`config.mk`:
```
export PLATFORM = sky130hd
export DESIGN_NAME = relu_4n_stream_out
export DESIGN_NICKNAME = d
export VERILOG_FILES = /design/src/rtl/relu_pkg.sv /design/src/rtl/relu_4n_stream_out_act_requant.sv /design/src/rtl/relu_4n_stream_out.sv
export SDC_FILE = /design/constraint.sdc
export NUM_CORES = 1
export LEC_CHECK = 0
export BUFFER_PORTS_ARGS = -buffer_cell sky130_fd_sc_hd__buf_2
export CORE_MARGIN = 2
export CORE_UTILIZATION = 44
export CTS_CLUSTER_DIAMETER = 60
export DETAILED_ROUTE_END_ITERATION = 7
export HOLD_SLACK_MARGIN = 0.06
export PLACE_DENSITY = 0.75
export SLEW_MARGIN = 40
export SYNTH_ARGS = -nofsm -noshare
export SYNTH_HDL_FRONTEND = slang
export SYNTH_SLANG_ARGS = --single-unit
```
`constraint.sdc`:
```
create_clock -name clk -period 2.7 [get_ports clk]
set_input_delay 0.54 -clock clk [delete_from_list [all_inputs] [get_ports clk]]
set_output_delay 0.54 -clock clk [all_outputs]
set_load 0.02 [all_outputs]
```
`src/rtl/relu_pkg.sv`:
```
`default_nettype none
// ============================================================================
// Module   : relu_pkg
// Brief    : Shared constants, state encoding and helpers for the ReLU
//            stream-out block.
// Revision : 1.0
// ============================================================================
package relu_pkg;

  localparam int NUM_NEURONS = 4;
  localparam int NUM_LANES   = 4;
  localparam int FRAME_LEN   = NUM_NEURONS * NUM_LANES;

  function automatic int clog2(input int value);
    int w;
    w = 0;
    for (int i = 0; i < 31; i++) begin
      if ((1 << i) < value) w = i + 1;
    end
    return w;
  endfunction

  localparam int IDX_W = clog2(FRAME_LEN);

  typedef enum logic [0:0] {
    IDLE   = 1'b0,
    STREAM = 1'b1
  } state_t;

endpackage
`default_nettype wire

```
`src/rtl/relu_4n_stream_out_act_requant.sv`:
```
`default_nettype none
// ============================================================================
// Module   : act_requant
// Brief    : Combinational arithmetic shift plus unsigned saturation.
// Revision : 1.0
// ============================================================================
module act_requant #(
  parameter int ACT_SIZE = 17,
  parameter int OUT_SIZE = 8,
  parameter int SHIFT    = 8
) (
  input  logic signed [ACT_SIZE-1:0] i_act,
  output logic        [OUT_SIZE-1:0] o_q
);

  logic signed [ACT_SIZE-1:0] w_shr;

  assign w_shr = i_act >>> SHIFT;

  // Any set bit above the output width (on a non-negative value) means overflow.
  always_comb begin
    o_q = w_shr[OUT_SIZE-1:0];
    if (w_shr[ACT_SIZE-1]) begin
      o_q = '0;
    end else if (|w_shr[ACT_SIZE-2:OUT_SIZE]) begin
      o_q = '1;
    end
  end

endmodule
`default_nettype wire

```
`src/rtl/relu_4n_stream_out.sv`:
```
`default_nettype none
// ============================================================================
// Module   : relu_4n_stream_out
// Brief    : Captures a 16-activation ReLU frame and streams it out one
//            requantised element per valid/ready beat.
// Revision : 1.0
// ============================================================================
module relu_4n_stream_out
  import relu_pkg::*;
#(
  parameter int ACT_SIZE = 17,
  parameter int OUT_SIZE = 8,
  parameter int SHIFT    = 8
) (
  input  logic                       clk,
  input  logic                       rst_n,
  input  logic signed [ACT_SIZE-1:0] in0_n0,
  input  logic signed [ACT_SIZE-1:0] in1_n0,
  input  logic signed [ACT_SIZE-1:0] in2_n0,
  input  logic signed [ACT_SIZE-1:0] in3_n0,
  input  logic signed [ACT_SIZE-1:0] in0_n1,
  input  logic signed [ACT_SIZE-1:0] in1_n1,
  input  logic signed [ACT_SIZE-1:0] in2_n1,
  input  logic signed [ACT_SIZE-1:0] in3_n1,
  input  logic signed [ACT_SIZE-1:0] in0_n2,
  input  logic signed [ACT_SIZE-1:0] in1_n2,
  input  logic signed [ACT_SIZE-1:0] in2_n2,
  input  logic signed [ACT_SIZE-1:0] in3_n2,
  input  logic signed [ACT_SIZE-1:0] in0_n3,
  input  logic signed [ACT_SIZE-1:0] in1_n3,
  input  logic signed [ACT_SIZE-1:0] in2_n3,
  input  logic signed [ACT_SIZE-1:0] in3_n3,
  input  logic                       relu_ready,
  output logic        [OUT_SIZE-1:0] out_data,
  output logic        [IDX_W-1:0]    out_idx,
  output logic                       out_valid,
  output logic                       out_last,
  input  logic                       out_ready,
  output logic                       busy,
  output logic                       frame_done,
  output logic                       overrun,
  input  logic                       overrun_clr
);

  logic signed [ACT_SIZE-1:0] w_in  [FRAME_LEN];
  logic signed [ACT_SIZE-1:0] r_buf [FRAME_LEN];

  state_t             r_state;
  state_t             w_state_nxt;
  logic [IDX_W-1:0]   r_idx;
  logic [IDX_W-1:0]   w_idx_nxt;
  logic               r_rdy_d;
  logic               r_ovr;
  logic               w_evt;
  logic               w_acc;
  logic               w_last;
  logic               w_load;
  logic               w_ovr_set;

  // Element index = 4*neuron + lane.
  assign w_in[0]  = in0_n0;  assign w_in[1]  = in1_n0;
  assign w_in[2]  = in2_n0;  assign w_in[3]  = in3_n0;
  assign w_in[4]  = in0_n1;  assign w_in[5]  = in1_n1;
  assign w_in[6]  = in2_n1;  assign w_in[7]  = in3_n1;
  assign w_in[8]  = in0_n2;  assign w_in[9]  = in1_n2;
  assign w_in[10] = in2_n2;  assign w_in[11] = in3_n2;
  assign w_in[12] = in0_n3;  assign w_in[13] = in1_n3;
  assign w_in[14] = in2_n3;  assign w_in[15] = in3_n3;

  assign w_evt  = relu_ready & ~r_rdy_d;
  assign w_acc  = (r_state == STREAM) & out_ready;
  assign w_last = (r_idx == IDX_W'(FRAME_LEN - 1));

  always_comb begin
    w_state_nxt = r_state;
    w_idx_nxt   = r_idx;
    w_load      = 1'b0;
    w_ovr_set   = 1'b0;
    case (r_state)
      IDLE: begin
        if (w_evt) begin
          w_load      = 1'b1;
          w_idx_nxt   = '0;
          w_state_nxt = STREAM;
        end
      end
      STREAM: begin
        if (w_acc && w_last) begin
          w_idx_nxt = '0;
          if (w_evt) begin
            w_load = 1'b1;
          end else begin
            w_state_nxt = IDLE;
          end
        end else begin
          if (w_acc) begin
            w_idx_nxt = r_idx + IDX_W'(1);
          end
          w_ovr_set = w_evt;
        end
      end
      default: w_state_nxt = IDLE;
    endcase
  end

  always_ff @(posedge clk or negedge rst_n) begin
    if (!rst_n) begin
      r_state <= IDLE;
      r_idx   <= '0;
      r_rdy_d <= 1'b0;
      r_ovr   <= 1'b0;
    end else begin
      r_state <= w_state_nxt;
      r_idx   <= w_idx_nxt;
      r_rdy_d <= relu_ready;
      r_ovr   <= w_ovr_set | (r_ovr & ~overrun_clr);
    end
  end

  always_ff @(posedge clk or negedge rst_n) begin
    if (!rst_n) begin
      for (int i = 0; i < FRAME_LEN; i++) r_buf[i] <= '0;
    end else if (w_load) begin
      for (int i = 0; i < FRAME_LEN; i++) r_buf[i] <= w_in[i];
    end
  end

  act_requant #(
    .ACT_SIZE (ACT_SIZE),
    .OUT_SIZE (OUT_SIZE),
    .SHIFT    (SHIFT)
  ) u_requant (
    .i_act (r_buf[r_idx]),
    .o_q   (out_data)
  );

  assign out_idx    = r_idx;
  assign out_valid  = (r_state == STREAM);
  assign busy       = (r_state == STREAM);
  assign out_last   = out_valid & w_last;
  assign frame_done = w_acc & w_last;
  assign overrun    = r_ovr;

endmodule
`default_nettype wire
```
==> results.cfg <==
[outcome]
status = finished, violations left
violations = negative setup slack

[hold_path]
hp-class = in -> reg
holdPathStages = 1

[placed_design]
dp_hpwl_mm = 11.0
dp.cells = 782
io_buffers = 165
place_area_um2 = 7990
gp_congestion = 0.777

[synth]
seq_area_frac_synth_pct = 54.5
synth_top_area_share_pct = 54.5
synthTopCellsByArea = dfrtp_1 (55%), mux2_2 (14%), mux2_1 (9.8%)
syn_area_per_cell_um2 = 16.5
syn_inst = 421
yosysTopAreaCell = dfrtp_1
ys_warn_count = 0
synth-seq-cells = 151
syn_area_um2 = 6930
synth_nets = 699
ys_types = 28

[critical_path]
end_kind = primary output
path_cells = buf_12, mux4_4, mux2i_4, o22ai_1, buf_2
cp.required_ns = 2.16
cp.arrival_ns = 2.23
cp-start-kind = flop
crit_slowest_cell = mux4_4
worstSetupPathType = reg -> out
max_stage_delay_ns = 0.65
cp_max_fo = 11
reg2regPathDepth = 8

[die]
die_w_um = 129
start_util_pct = 45.2
dieArea_um2 = 16800
ioPinCount = 294
core_area_um2 = 15300
die_height_um = 129
rows = 45

[global_routing]
grt_pass1_vias = 4548
track_usage_pct = 19.5
antenna_found_initial = 1
overflow = 0
grt_pass1_wl_mm = 24.2
grt_max_degree = 85

[sta]
hold_viol_final = 0
relSlewSlack_pct = 68.4
clock_skew_ns = 0.00999
timing.final.crit_share_pct = 103
finalSetupViolations = 8
slew_violations = 0
finalCriticalPeriod_ns = 2.77
worst_pin_slew_ns = 0.474
setup_slack_ns = -0.0724
rsz0062_at_grt = true
max_freq_ghz = 0.361

[finish]
fin_nets = 882
finalNonFillerCells = 829
layout_commonest_cell = buf_2
drive_gt1_share_pct = 56.1
multi_input_area_um2 = 2930
final_area_um2 = 8840
area_growth_syn_to_layout_pct = 27.6
nFillCells = 1251
regArea_um2 = 3780
mostFrequentLayoutCells = buf_2 (160), dfrtp_1 (149), mux2_2 (85)

[route]
avgRoutedWirePerCell_um = 18.6
drt_iter0_drc = 196
firstDrtPassIters = 6
vias_per_cell = 5.15
ant_nets = 0
drt_wl_total_mm = 15.5
vias = 4268
drc = 0

[pwr]
powerDensity_nw_per_um2 = 1260
p_leak_nw = 4.11
peakVddDrop_mv = 0.714

[clock_network]
cts_tree = yes
root_buffer = clkbuf_16
ctsHtreeMaxLevel = 4
clk_path_buf_depth = 2
clock_latency_ns = 0.43
numCtsBuffers = 17
clk_pin_slew_ns = 0.06
cts_sinks = 151

[flow_run]
maxCapViolCount = 0
## cells by family (layout without fill, tap and decap cells)
group                    count (synthesis)  in the layout  share of synthesized area, %
multiplexers                           206            206                          39.1
flip-flops                             151            151                          54.5
buffers and inverters                   31            227                          3.54
AND/OR/NAND/NOR                         17             17                          1.21
AO/OA/AOI/OAI                           14             14                          1.34
adder cells (fa/ha/maj)                  1              1                         0.181
XOR/XNOR                                 1              1                         0.126
other                                    0              1                             0
## per-layer routing
layer  part of all wire, %  global-route usage [%]  wire length (µm)  up-vias
met2                    50                    32.3              7670      130
li1                      -                       -                 -     1948
met3                   6.6                    5.99              1030       16
met4                   1.2                    6.01               185        0
met5                     0                       0                 0        -
met1                    43                    24.7              6570     2174
## Yosys cell counts
cell,instances
a21oi_2,1
a22o_1,1
and2_1,1
and3_1,1
and4_1,1
buf_2,12
buf_4,4
buf_6,11
buf_8,1
clkbuf_2,1
clkbuf_4,1
dfrtp_1,151
ha_1,1
inv_1,1
mux2_1,60
mux2_2,85
mux2i_1,27
mux4_1,6
mux4_2,22
mux4_4,6
nand2_1,10
nand2b_1,2
nand4_1,1
nor2b_1,1
o21ai_0,1
o22ai_1,10
o31ai_1,1
xor2_1,1
## through the flow
stage               power (mW)  hold WS [ns]  worst slack [ns]  TNS [ns]  util (%)
floorplan                 6.85         0.244             0.359         0         -
global route              11.7         0.247            -0.131    -0.924      57.7
global placement          7.97         0.461             0.216         0      52.2
CTS                       11.0         0.245           -0.0972    -0.610      56.9
finish                    11.1         0.264           -0.0724    -0.354      57.7
detailed placement        8.17         0.470             0.216         0      52.2
## report_power, final
part,internal [mW],total (mW),switching (mW)
Sequential,3.36,4.00,0.641
Clock,1.67,2.64,0.965
Combinational,2.59,4.47,1.88
Total,7.62,11.1,3.48
## state kept, by name, summed over array words and instances (netlist names)
register / flops
out_idx: 4
overrun: 1
r_buf: 144
busy: 1
r_rdy_d: 1
## what timing repair did
| action | 4_1_cts | 5_1_grt |
|---|---|---|
| hold endpoints to repair | 6 | 0 |
| gates resized for setup | 11 | 4 |
| setup buffers | 3 | 10 |
| hold buffers | 1 | 0 |
| cloned | 0 | 0 |
| endpoints found under the setup margin | 8 | 8 |
## worst paths after layout
| kind | to | slack [ns] | start |
|---|---|---|---|
| worst max register to register | r_buf[45] | 0.28 | out_idx[1] |
| max in group asynchronous | r_buf[67] | 1.36 | rst_n |
| worst min register to register | r_buf[65] | 0.48 | r_buf[65] |
| worst max-delay path | out_data[3] | -0.07 | out_idx[1] |
| min in group asynchronous | r_buf[212] | 0.62 | rst_n |
| worst min-delay path | r_rdy_d | 0.26 | relu_ready |
## critical path: cells and delay by family (launching register included)
family	cells	cell delay, ns
DFF	1	0.44
buffers and inverters	2	0.35
AOI/OAI and AO/OA	1	0.14
muxes	2	0.87
## cell type report
| type | count | share of cell area [%] |
|---|---|---|
| sequential | 151 | 42.8 |
| multi-input combinational | 239 | 33.2 |
| timing repair buffer | 194 | 13.5 |
| clock buffer | 18 | 4.97 |
| tap | 211 | 2.99 |
| clock inverter | 14 | 2.53 |
| inverter | 1 | 0.0425 |
| antenna | 1 | 0.0283 |
Note: power is estimated with default switching activity, not from simulation.
